`config.mk`:
```
export PLATFORM = sky130hd
export DESIGN_NAME = zircon_avalon_buzzer_sequencer
export DESIGN_NICKNAME = d
export VERILOG_FILES = /design/src/rtl/zircon_buzzer_pkg.sv /design/src/rtl/zircon_buzzer_note_fifo.sv /design/src/rtl/zircon_avalon_buzzer_sequencer.sv
export SDC_FILE = /design/constraint.sdc
export NUM_CORES = 1
export LEC_CHECK = 0
export ABC_AREA = 1
export CAP_MARGIN = 20
export CORE_MARGIN = 1.5
export CORE_UTILIZATION = 60
export DETAILED_ROUTE_END_ITERATION = 8
export PLACE_DENSITY = 0.83
export SETUP_SLACK_MARGIN = 0.1
export SKIP_CTS_REPAIR_TIMING = 1
export SLEW_MARGIN = 0
export SYNTH_ARGS = -nofsm -noshare
export SYNTH_HDL_FRONTEND = slang
export SYNTH_SLANG_ARGS = --single-unit
```
`constraint.sdc`:
```
create_clock -name csi_clk -period 15.1 [get_ports csi_clk]
set_input_delay 2.265 -clock csi_clk [delete_from_list [all_inputs] [get_ports csi_clk]]
set_output_delay 2.265 -clock csi_clk [all_outputs]
set_load 0.005 [all_outputs]
```
`src/rtl/zircon_buzzer_pkg.sv`:
```
// Shared constants for the buzzer note sequencer: register map, bit indices,
// FSM encoding and note entry layout {period[31:0], dur_ms[15:0]}.
package zircon_buzzer_pkg;

  localparam logic [1:0] REG_PERIOD  = 2'd0;
  localparam logic [1:0] REG_PUSH    = 2'd1;
  localparam logic [1:0] REG_CONTROL = 2'd2;
  localparam logic [1:0] REG_STATUS  = 2'd3;

  localparam int CTRL_RUN     = 0;
  localparam int CTRL_FLUSH   = 1;
  localparam int CTRL_CLR_OVF = 2;
  localparam int CTRL_IRQ_EN  = 3;

  localparam int STAT_BUSY      = 0;
  localparam int STAT_FULL      = 1;
  localparam int STAT_EMPTY     = 2;
  localparam int STAT_OVF       = 3;
  localparam int STAT_LEVEL_LSB = 8;

  localparam int PERIOD_W = 32;
  localparam int DUR_W    = 16;
  localparam int NOTE_W   = PERIOD_W + DUR_W;

  typedef enum logic [1:0] {
    S_IDLE = 2'd0,
    S_LOAD = 2'd1,
    S_PLAY = 2'd2,
    S_GAP  = 2'd3
  } seq_state_e;

  // A zero duration still plays for one tick.
  function automatic logic [DUR_W-1:0] eff_dur(input logic [DUR_W-1:0] dur);
    return (dur == '0) ? DUR_W'(1) : dur;
  endfunction

endpackage

```
`src/rtl/zircon_buzzer_note_fifo.sv`:
```
// Synchronous show-ahead note FIFO. Flush beats push; a pop on a full FIFO
// frees the slot for a push in the same cycle.
module zircon_buzzer_note_fifo
  import zircon_buzzer_pkg::*;
#(
  parameter int DEPTH = 8
) (
  input  logic                    clk_i,
  input  logic                    rst_i,
  input  logic                    push_i,
  input  logic [NOTE_W-1:0]       wdata_i,
  input  logic                    pop_i,
  input  logic                    flush_i,
  output logic [NOTE_W-1:0]       rdata_o,
  output logic                    full_o,
  output logic                    empty_o,
  output logic [$clog2(DEPTH):0]  level_o
);

  localparam int AW = $clog2(DEPTH);
  localparam logic [AW:0] FULL_LVL = (AW+1)'(DEPTH);

  logic [NOTE_W-1:0] mem_q [DEPTH];
  logic [AW:0]       wr_ptr_q, wr_ptr_d;
  logic [AW:0]       rd_ptr_q, rd_ptr_d;
  logic              do_push, do_pop;

  assign level_o = wr_ptr_q - rd_ptr_q;
  assign full_o  = (level_o == FULL_LVL);
  assign empty_o = (level_o == '0);
  assign rdata_o = mem_q[rd_ptr_q[AW-1:0]];

  assign do_pop  = pop_i && !empty_o && !flush_i;
  assign do_push = push_i && !flush_i && (!full_o || do_pop);

  always_comb begin
    wr_ptr_d = wr_ptr_q;
    rd_ptr_d = rd_ptr_q;
    if (flush_i) begin
      wr_ptr_d = '0;
      rd_ptr_d = '0;
    end else begin
      if (do_push) wr_ptr_d = wr_ptr_q + 1'b1;
      if (do_pop)  rd_ptr_d = rd_ptr_q + 1'b1;
    end
  end

  always_ff @(posedge clk_i) begin
    if (rst_i) begin
      wr_ptr_q <= '0;
      rd_ptr_q <= '0;
    end else begin
      wr_ptr_q <= wr_ptr_d;
      rd_ptr_q <= rd_ptr_d;
    end
  end

  always_ff @(posedge clk_i) begin
    if (do_push) mem_q[wr_ptr_q[AW-1:0]] <= wdata_i;
  end

endmodule

```
`src/rtl/zircon_avalon_buzzer_sequencer.sv`:
```
// Avalon-MM note sequencer feeding the buzzer PWM stage. Optional drained-queue
// interrupt (ins_irq, CONTROL b3) is built when BUZZER_SEQ_IRQ_EN is defined.
module zircon_avalon_buzzer_sequencer
  import zircon_buzzer_pkg::*;
#(
  parameter int FIFO_DEPTH = 8,
  parameter int TICK_DIV   = 50000,
  parameter int GAP_MS     = 10
) (
  input  logic        csi_clk,
  input  logic        rsi_reset,
  input  logic [1:0]  avs_address,
  input  logic        avs_write,
  input  logic [31:0] avs_writedata,
  input  logic        avs_read,
  output logic [31:0] avs_readdata,
  output logic        pwm_enable,
  output logic [31:0] pwm_clock_divide,
  output logic [31:0] pwm_duty_cycle,
  output logic        seq_busy
`ifdef BUZZER_SEQ_IRQ_EN
  ,
  output logic        ins_irq
`endif
);

  localparam int LVL_W = $clog2(FIFO_DEPTH) + 1;
  localparam int PRE_W = (TICK_DIV > 1) ? $clog2(TICK_DIV) : 1;
  localparam logic [PRE_W-1:0] PRE_MAX   = PRE_W'(TICK_DIV - 1);
  localparam logic [DUR_W-1:0] GAP_TICKS = DUR_W'(GAP_MS);

  seq_state_e        state_q, state_d;
  logic [PRE_W-1:0]  presc_q, presc_d;
  logic [DUR_W-1:0]  ms_cnt_q, ms_cnt_d;
  logic [NOTE_W-1:0] note_q, note_d;
  logic [31:0]       period_q, period_d;
  logic              run_q, run_d;
  logic              ovf_q, ovf_d;
  logic              en_q, en_d;
  logic [31:0]       div_q, div_d;
  logic [31:0]       duty_q, duty_d;
  logic [31:0]       rdata_q, rdata_d;

  logic              wr_period, wr_push, wr_ctrl;
  logic              flush, clr_ovf, ovf_set, pop;
  logic [NOTE_W-1:0] fifo_rdata;
  logic              fifo_full, fifo_empty;
  logic [LVL_W-1:0]  fifo_level;
  logic [31:0]       note_period;

  assign wr_period   = avs_write && (avs_address == REG_PERIOD);
  assign wr_push     = avs_write && (avs_address == REG_PUSH);
  assign wr_ctrl     = avs_write && (avs_address == REG_CONTROL);
  assign flush       = wr_ctrl && avs_writedata[CTRL_FLUSH];
  assign clr_ovf     = wr_ctrl && avs_writedata[CTRL_CLR_OVF];
  assign run_d       = wr_ctrl ? avs_writedata[CTRL_RUN] : run_q;
  assign period_d    = wr_period ? avs_writedata : period_q;
  assign note_period = note_q[NOTE_W-1:DUR_W];

  zircon_buzzer_note_fifo #(
    .DEPTH (FIFO_DEPTH)
  ) u_fifo (
    .clk_i   (csi_clk),
    .rst_i   (rsi_reset),
    .push_i  (wr_push),
    .wdata_i ({period_q, avs_writedata[DUR_W-1:0]}),
    .pop_i   (pop),
    .flush_i (flush),
    .rdata_o (fifo_rdata),
    .full_o  (fifo_full),
    .empty_o (fifo_empty),
    .level_o (fifo_level)
  );

  // A dropped push only counts when no pop frees a slot and no flush overrides it.
  assign ovf_set = wr_push && fifo_full && !pop && !flush;
  assign ovf_d   = ovf_set ? 1'b1 : (clr_ovf ? 1'b0 : ovf_q);

  always_comb begin
    state_d  = state_q;
    presc_d  = presc_q;
    ms_cnt_d = ms_cnt_q;
    note_d   = note_q;
    pop      = 1'b0;
    if (flush || !run_d) begin
      state_d = S_IDLE;
    end else begin
      case (state_q)
        S_IDLE: begin
          if (!fifo_empty) begin
            state_d = S_LOAD;
            pop     = 1'b1;
            note_d  = fifo_rdata;
          end
        end
        S_LOAD: begin
          state_d  = S_PLAY;
          ms_cnt_d = eff_dur(note_q[DUR_W-1:0]);
          presc_d  = '0;
        end
        S_PLAY: begin
          if (presc_q == PRE_MAX) begin
            presc_d = '0;
            if (ms_cnt_q == DUR_W'(1)) begin
              if (GAP_MS == 0) begin
                state_d = S_IDLE;
              end else begin
                state_d  = S_GAP;
                ms_cnt_d = GAP_TICKS;
              end
            end else begin
              ms_cnt_d = ms_cnt_q - 1'b1;
            end
          end else begin
            presc_d = presc_q + 1'b1;
          end
        end
        S_GAP: begin
          if (presc_q == PRE_MAX) begin
            presc_d = '0;
            if (ms_cnt_q == DUR_W'(1)) state_d = S_IDLE;
            else                       ms_cnt_d = ms_cnt_q - 1'b1;
          end else begin
            presc_d = presc_q + 1'b1;
          end
        end
        default: state_d = S_IDLE;
      endcase
    end
  end

  // Divide/duty latch on the LOAD->PLAY edge and hold through GAP and IDLE.
  always_comb begin
    div_d  = div_q;
    duty_d = duty_q;
    en_d   = (state_d == S_PLAY) && (note_period != '0);
    if ((state_q == S_LOAD) && (state_d == S_PLAY)) begin
      div_d  = note_period;
      duty_d = note_period >> 1;
    end
  end

`ifdef BUZZER_SEQ_IRQ_EN
  logic irq_en_q, irq_en_d;

  assign irq_en_d = wr_ctrl ? avs_writedata[CTRL_IRQ_EN] : irq_en_q;
  assign ins_irq  = irq_en_q && fifo_empty && (state_q == S_IDLE) && run_q;

  always_ff @(posedge csi_clk) begin
    if (rsi_reset) irq_en_q <= 1'b0;
    else           irq_en_q <= irq_en_d;
  end
`endif

  always_comb begin
    rdata_d = '0;
    if (avs_read) begin
      case (avs_address)
        REG_PERIOD: rdata_d = period_q;
        REG_PUSH:   rdata_d = '0;
        REG_CONTROL: begin
          rdata_d[CTRL_RUN] = run_q;
`ifdef BUZZER_SEQ_IRQ_EN
          rdata_d[CTRL_IRQ_EN] = irq_en_q;
`endif
        end
        REG_STATUS: begin
          rdata_d[STAT_BUSY]                  = (state_q != S_IDLE);
          rdata_d[STAT_FULL]                  = fifo_full;
          rdata_d[STAT_EMPTY]                 = fifo_empty;
          rdata_d[STAT_OVF]                   = ovf_q;
          rdata_d[STAT_LEVEL_LSB +: LVL_W]    = fifo_level;
        end
        default: rdata_d = '0;
      endcase
    end
  end

  always_ff @(posedge csi_clk) begin
    if (rsi_reset) begin
      state_q  <= S_IDLE;
      presc_q  <= '0;
      ms_cnt_q <= '0;
      note_q   <= '0;
      period_q <= '0;
      run_q    <= 1'b0;
      ovf_q    <= 1'b0;
      en_q     <= 1'b0;
      div_q    <= '0;
      duty_q   <= '0;
      rdata_q  <= '0;
    end else begin
      state_q  <= state_d;
      presc_q  <= presc_d;
      ms_cnt_q <= ms_cnt_d;
      note_q   <= note_d;
      period_q <= period_d;
      run_q    <= run_d;
      ovf_q    <= ovf_d;
      en_q     <= en_d;
      div_q    <= div_d;
      duty_q   <= duty_d;
      rdata_q  <= rdata_d;
    end
  end

  assign avs_readdata     = rdata_q;
  assign pwm_enable       = en_q;
  assign pwm_clock_divide = div_q;
  assign pwm_duty_cycle   = duty_q;
  assign seq_busy         = (state_q != S_IDLE);

endmodule

```
==> results of run 1 <==
[worst max-delay path, delay by kind of cell]
kind / cells / cell delay [ns]
simple gates: 10 / 1.74
buf+inv: 4 / 1.32
fa+ha+maj: 1 / 0.27
[kinds of logic (layout without fill, tap and decap cells)]
kind of cell | count (synthesis) | after routing | share of synthesized area
AO/OA/AOI/OAI | 526 | 526 | 0.123
XOR/XNOR | 15 | 15 | 0.00567
adder cells (fa/ha/maj) | 18 | 18 | 0.0100
buffers and inverters | 356 | 457 | 0.0650
flip-flops | 573 | 573 | 0.661
other | 1 | 1 | 0.000162
AND/OR/NAND/NOR | 768 | 768 | 0.136
[layout make-up]
class | instances | area share
clock buffer | 84 | 0.0624
clock inverter | 20 | 0.0103
inverter | 196 | 0.0278
multi-input combinational | 1328 | 0.241
sequential | 573 | 0.577
tap | 511 | 0.0241
timing repair buffer | 157 | 0.0576
[per-layer routing]
| layer | track usage | vias to the layer above | wire length [µm] |
|---|---|---|---|
| met3 | 0.0550 | 88 | 5660 |
| met2 | 0.447 | 936 | 25700 |
| met1 | 0.372 | 7828 | 21900 |
| met4 | 0.0994 | 2 | 1300 |
| met5 | 0 | - | 17 |
| li1 | - | 7809 | - |
[worst max-delay path by stage]
| stage | slack [ns] | to | startpoint | cells past startpoint |
|---|---|---|---|---|
| floorplan | 7.87 | u_fifo.mem_q[6][0]$_DFFE_PP_ | avs_address[0] | 12 |
| global placement | 9.26 | u_fifo.mem_q[4][30]$_DFFE_PP_ | avs_address[0] | 15 |
| detailed placement | 9.09 | u_fifo.mem_q[4][30]$_DFFE_PP_ | avs_address[0] | 15 |
| CTS | 9.70 | u_fifo.mem_q[4][31]$_DFFE_PP_ | avs_address[0] | 15 |
| global route | 9.43 | u_fifo.mem_q[4][31]$_DFFE_PP_ | avs_address[0] | 15 |
| finish | 9.70 | u_fifo.mem_q[4][31]$_DFFE_PP_ | avs_address[0] | 15 |
[report_power, final]
| group | leakage (nW) | internal [mW] | total (mW) | switching, mW |
|---|---|---|---|---|
| registers | 5.06 | 1.69 | 1.72 | 0.0254 |
| logic | 3.57 | 0.0562 | 0.179 | 0.123 |
| clock network | 0.944 | 0.846 | 1.43 | 0.587 |
| total | 9.58 | 2.60 | 3.33 | 0.735 |
[stage by stage]
step | total power, mW | area [µm²]
2_1_floorplan | 1.86 | 23200
6_report | 3.33 | 26600
4_1_cts | 3.34 | 26500
3_5_place_dp | 1.93 | 24600
5_1_grt | 3.43 | 26600
3_3_place_gp | 1.92 | 24600
[sequential cells by signal, summed over array words and instances (netlist names), 16 cells and up]
register	cells
note_q	48
avs_readdata	32
pwm_clock_divide	32
u_fifo.mem_q	384
ms_cnt_q	16
period_q	32
presc_q	16
[cell usage in the layout (no fill, tap or decap), types with 2 or more instances in the layout]
cell / n
nand2_1: 316
a21o_1: 2
inv_2: 7
clkbuf_1: 14
nand4_1: 45
dfxtp_1: 186
xnor2_1: 3
clkdlybuf4s50_1: 134
clkbuf_16: 58
o22ai_1: 48
o21ai_0: 288
xor2_1: 12
nand3_1: 30
nor3_2: 2
a221oi_1: 4
a211oi_1: 3
nor2_1: 329
clkinv_2: 6
nand2_2: 3
a31oi_1: 48
nor2_4: 8
bufinv_16: 5
nor2_2: 4
o31a_1: 5
dfxtp_4: 2
edfxtp_1: 384
clkinv_1: 7
buf_4: 22
ha_1: 17
clkbuf_8: 13
inv_1: 186
nor3_1: 12
a21oi_1: 120
nor4_1: 8
and2_1: 5
==> summary.txt, run 1 <==
Timing
  • RSZ-0062 raised after global routing: no
  • Crit share post-route: 0.357
  • Fmax achieved: 185 MHz
  • Final clock skew: 0.0171 ns
  • Final setup viols: 0
  • Hold_ws: 0.462 ns
  • Final Critical Period: 5.40 ns
  • Worst-margin pin slew: 1.15 ns
  • Setup TNS: 0 ns
  • Slew Limit Headroom: 0.230
  • Final worst slack: 9.70 ns
  • Hold Fails Final Rpt: 0
  • Final Max Slew Viols: 0

Worst setup path
  • Crit-path cells: clkdlybuf4s50_1 > inv_1 > ha_1 > nand2_1 > nand2_1 > nand2_1 > nand2_2 > nor2_1 > nand2_1 > nand3_1 > nand2_1 > inv_1 > nand2_1 > nor2_4 > buf_4
  • Worst R2R Setup Slack: 10.36 ns
  • Critical path's most frequent cell: nand2_1
  • Slowest-stage cell, CP: nor2_4
  • Worst Setup Start Kind: input pin
  • Max stage delay on crit path: 0.67 ns
  • Critical Path RT: 15.35 ns
  • Top fanout value on the critical path: 26
  • Worst r2r src: u_fifo.rd_ptr_q[1]$_SDFFE_PP0P_
  • Reg2reg path depth: 13
  • CP arrival: 5.65 ns
  • CP Class: in -> reg
  • Worst r2r dst: u_fifo.mem_q[4][31]$_DFFE_PP_
  • Crit end category: flop

Power and ir drop
  • Leak: 9.58 nW
  • Power Dens Cells: 125 nW/µm²
  • Peak VDD IR: 0.137 mV

Clock network
  • H-Tree Level Count: 2
  • Worst skew pair latency: 0.62 ns
  • CTS sink cnt: 573
  • Clk slew on worst S/H paths: 0.06 ns
  • Total CTS buffers: 55
  • Clock root cell: clkbuf_16
  • Max clock buf depth: 3
  • CTS tree: built

Drt
  • Post-Route WL: 54,500 µm
  • Pre-antenna DRT Iters: 6
  • Routed WL per cell: 19.0 µm
  • Iter 0 DRT Violations: 2,079
  • DRC viols: 0
  • Vias per std cell: 5.81
  • Routed vias: 16.7k
  • ANT nets after route: 0

Floorplanning
  • I/O pin cnt: 136
  • Rows: 71
  • Die height: 200 µm
  • Core area: 37,800 µm²
  • Full die area: 39,800 µm²
  • DIE WIDTH: 200 µm
  • Initial Utilization: 0.612

Logic synthesis
  • Commonest cells post-synth: 384 x edfxtp_1, 336 x nor2_1, 317 x nand2_1
  • Most numerous cell in the Yosys netlist: edfxtp_1
  • Fraction of registers with async set/reset: 0
  • Yosys top cell by area: edfxtp_1
  • Synth warn: 0
  • Mapped Nets: 2,313
  • Sequential area share after synthesis: 0.661
  • EDFF count, synth: 384
  • Area contributors post-synth: edfxtp_1 50%, dfxtp_1 16%, o21ai_0 6.2%, nor2_1 5.4%, nand2_1 5.1%
  • Netlist Area Pre-Place: 23,200 µm²
  • Synthesized area per cell: 10.3 µm²
  • Post-Synthesis Cells: 2,257
  • Unique masters post-synth: 47
  • Flop and latch count out of synthesis: 573
  • Share of the synthesized area in the top cell type: 0.498
  • Dominant synthesized flop cell: edfxtp_1

Hold path
  • Worst min-delay path startpoint: ovf_q$_SDFFE_PP0P_
  • Hold Path Class: reg -> reg
  • Hold endpoint: avs_readdata[3]$_SDFF_PP0_
  • Worst Hold Depth: 2

Finish
  • FF+latch area: 15,300 µm²
  • Share of cells above drive strength 1: 0.0611
  • Core Util, Final: 0.702
  • Number of diodes: 0
  • Area growth, synth to finish: 14.7%
  • Fillers: 2,636
  • Area of the multi-input gates: 6410 µm²
  • Layout Nets: 2,367
  • Layout Cells excl Fill: 2,869

Global route
  • Largest net degree at the start of global routing: 111
  • Global-route usage over all layers: 0.276
  • First-pass GRT wire length: 83,900 µm
  • GR Overflow Total: 0
  • Vias in the first global route: 15.9k
  • Initial antenna violation count: 1

Placement
  • Worst Setup Slack post-DPL: 9.09 ns
  • Port Buf Inserts: 134
  • Cells after DPL: 2,764
  • Post-DP HPWL: 31,300 µm
  • GP Congestion: 0.858

Job
  • Max_cap viols: 0

Outcome
  • Run status: completed
Power figures use the tool's default switching activity.
==> run 2, diff against run 1 <==
--- a/config.mk
+++ b/config.mk
@@ -8,9 +8,9 @@
 export ABC_AREA = 1
 export CAP_MARGIN = 20
 export CORE_MARGIN = 1.5
-export CORE_UTILIZATION = 60
+export CORE_UTILIZATION = 54
 export DETAILED_ROUTE_END_ITERATION = 8
-export PLACE_DENSITY = 0.83
+export PLACE_DENSITY = 0.79
 export SETUP_SLACK_MARGIN = 0.1
 export SKIP_CTS_REPAIR_TIMING = 1
 export SLEW_MARGIN = 0
==> constraint.sdc (replaced) <==
create_clock -name csi_clk -period 4.89 [get_ports csi_clk]
set_input_delay 0.7335 -clock csi_clk [delete_from_list [all_inputs] [get_ports csi_clk]]
set_output_delay 0.7335 -clock csi_clk [all_outputs]
set_load 0.005 [all_outputs]
==> summary.txt, run 2 (synthesis results as in run 1) <==
Timing
  • Worst-margin pin slew: 1.11 ns (-0.0414 ns)
  • RSZ-0062 raised after global routing: no
  • Hold_ws: 0.487 ns (+0.0253 ns)
  • Crit share post-route: 0.752
  • Fmax achieved: 272 MHz
  • Final clock skew: 0.0193 ns (+0.00218 ns)
  • Slew Limit Headroom: 0.258 (+0.0276)
  • Hold Fails Final Rpt: 0 (unchanged)
  • Setup TNS: 0 ns (unchanged)
  • Final setup viols: 0 (unchanged)
  • Final Critical Period: 3.68 ns
  • Final Max Slew Viols: 0 (unchanged)
  • Final worst slack: 1.21 ns (-8.49 ns)

Finish
  • Share of cells above drive strength 1: 0.0648 (+0.00373)
  • Fillers: 3,192 (+21%)
  • Layout Nets: 2,371 (+0.17%)
  • Max reg flops: 384 (unchanged)
  • Number of diodes: 0 (unchanged)
  • Core Util, Final: 0.636 (-0.0663)
  • Final Cell Area: 26,800 µm² (+0.82%)
  • Most common cell after layout, fill and taps aside: edfxtp_1
  • Layout Cells excl Fill: 2,900 (+1.1%)
  • Most frequent cells in the layout: 384 x edfxtp_1, 329 x nor2_1, 316 x nand2_1
  • Area growth, synth to finish: 15.6%

Power and ir drop
  • Sw power: 2.27 mW (+210%)
  • Register share of total power: 0.510 (-0.006)
  • Logic pwr share: 0.054 (about the same)
  • Power Dens Cells: 388 nW/µm² (+210%)
  • Internal power: 8.13 mW (+210%)
  • Switching Share: 0.218 (-0.00222)
  • Clock power share: 0.437 (+0.007)
  • Peak VDD IR: 0.333 mV (+140%)
  • Total power: 10.4 mW (+210%)
  • Leak: 9.65 nW (+0.77%)

Floorplanning
  • Core area: 42,100 µm² (+11%)
  • DIE WIDTH: 210 µm (+5.3%)
  • Die height: 210 µm (+5.3%)
  • Rows: 75 (+5.6%)
  • Full die area: 44,200 µm² (+11%)
  • I/O pin cnt: 136 (unchanged)
  • Initial Utilization: 0.550 (-0.0623)

Clock network
  • Worst skew pair latency: 0.62 ns (about the same)
  • CTS tree: built
  • Clk slew on worst S/H paths: 0.06 ns (about the same)
  • CTS sink cnt: 573 (unchanged)
  • H-Tree Level Count: 2 (unchanged)
  • Max clock buf depth: 3 (unchanged)
  • Total CTS buffers: 55 (unchanged)
  • Clock root cell: clkbuf_16

Worst setup path
  • Worst r2r dst: u_fifo.mem_q[0][31]$_DFFE_PP_
  • Critical Path RT: 5.19 ns (-10.16 ns)
  • Slowest-stage cell, CP: nor2_4
  • CP arrival: 3.97 ns (-1.68 ns)
  • Crit. Startpoint: u_fifo.rd_ptr_q[0]$_SDFFE_PP0P_
  • Max stage delay on crit path: 0.55 ns (-0.12 ns)
  • CP endpoint: u_fifo.mem_q[0][31]$_DFFE_PP_
  • CP Class: reg -> reg
  • Reg2reg path depth: 13 (unchanged)
  • Crit end category: flop
  • Crit-path cells: ha_1 > inv_1 > fa_1 > xor2_1 > nor2_2 > nand3_1 > nand2_1 > nand3_1 > nand2_1 > inv_1 > nand2_1 > nor2_4 > buf_12
  • Worst Setup Start Kind: flop
  • Critical path's most frequent cell: nand2_1
  • Top fanout value on the critical path: 34 (+31%)
  • Worst r2r src: u_fifo.rd_ptr_q[0]$_SDFFE_PP0P_
  • Worst R2R Setup Slack: 1.21 ns (-9.15 ns)

Drt
  • Vias per std cell: 5.66 (-2.6%)
  • Routed WL per cell: 18.8 µm (-1.1%)
  • Pre-antenna DRT Iters: 6 (unchanged)
  • DRC viols: 0 (unchanged)
  • Post-Route WL: 54,500 µm (about the same)
  • ANT nets after route: 0 (unchanged)
  • Routed vias: 16.4k (-1.5%)
  • Iter 0 DRT Violations: 1,905 (-8.4%)

Placement
  • Cells after DPL: 2,796 (+1.2%)
  • GP Congestion: 0.900 (+4.9%)
  • Worst Setup Slack post-DPL: 0.833 ns (-8.25 ns)
  • Post-DP HPWL: 32,400 µm (+3.7%)
  • Post-DP Area: 24,800 µm² (+0.70%)
  • Port Buf Inserts: 134 (unchanged)

Global route
  • Initial antenna violation count: 0 (-1)
  • Vias in the first global route: 15.6k (-1.6%)
  • Largest net degree at the start of global routing: 103 (-7.2%)
  • GR Overflow Total: 0 (unchanged)
  • First-pass GRT wire length: 84,800 µm (+1.1%)
  • Global-route usage over all layers: 0.246 (-0.0299)

Hold path
  • Hold Path Class: reg -> reg
  • Worst min-delay path startpoint: ovf_q$_SDFFE_PP0P_

Outcome
  • Run status: completed

Job
  • Max_cap viols: 0 (unchanged)
run 2: changes by cell type in the layout (fill, tap and decap cells not counted), moves of 2 or more:
| cell | before | now |
|---|---|---|
| buf_12 | 0 | 9 |
| clkbuf_1 | 14 | 7 |
| buf_4 | 22 | 18 |
| bufinv_16 | 5 | 9 |
| clkbuf_8 | 13 | 9 |
| clkinvlp_4 | 0 | 3 |
| clkbuf_16 | 58 | 56 |
| inv_6 | 0 | 2 |
run 2: cell type report:
cell class	instances	area, µm²	share of cell area
clock buffers	72	1550	0.0579
repair buffers	161	1660	0.0618
inverters	196	739	0.0276
clock inverters	31	432	0.0161
multi-input cells	1328	6410	0.239
flip-flops and latches	573	15300	0.572
well taps	539	674	0.0252
run 2: worst min path at each step:
stage / slack [ns] / depth (start not counted) / end
floorplan: 0.43 / 2 / avs_readdata[3]$_SDFF_PP0_
global placement: 0.47 / 2 / presc_q[2]$_SDFFE_PP0P_
detailed placement: 0.48 / 2 / ovf_q$_SDFFE_PP0P_
CTS: 0.49 / 2 / ovf_q$_SDFFE_PP0P_
global route: 0.51 / 2 / ovf_q$_SDFFE_PP0P_
finish: 0.49 / 2 / ovf_q$_SDFFE_PP0P_
run 2: worst max-delay path, delay by kind of cell, from the launching register on:
kind,cells,cell delay (ns)
XOR/XNOR,1,0.23
adder cells (fa/ha/maj),2,0.57
buffers and inverters,3,0.53
flip-flops,1,0.53
AND/OR/NAND/NOR,7,1.45
run 2: power by group through the flow:
stage          Sequential [mW]  Combinational [mW]  Clock (mW)
5_1_grt                   5.31               0.615        4.79
3_5_place_dp              5.40               0.547           0
3_3_place_gp              5.40               0.528           0
4_1_cts                   5.30               0.551        4.60
6_report                  5.30               0.559        4.54
2_1_floorplan             5.37               0.362           0
run 2: per-layer routing:
layer | GRT usage | routed length (µm)
met1 | 0.338 | 22900
met2 | 0.396 | 25400
met3 | 0.0445 | 4580
met4 | 0.0866 | 1610
met5 | 0 | 0
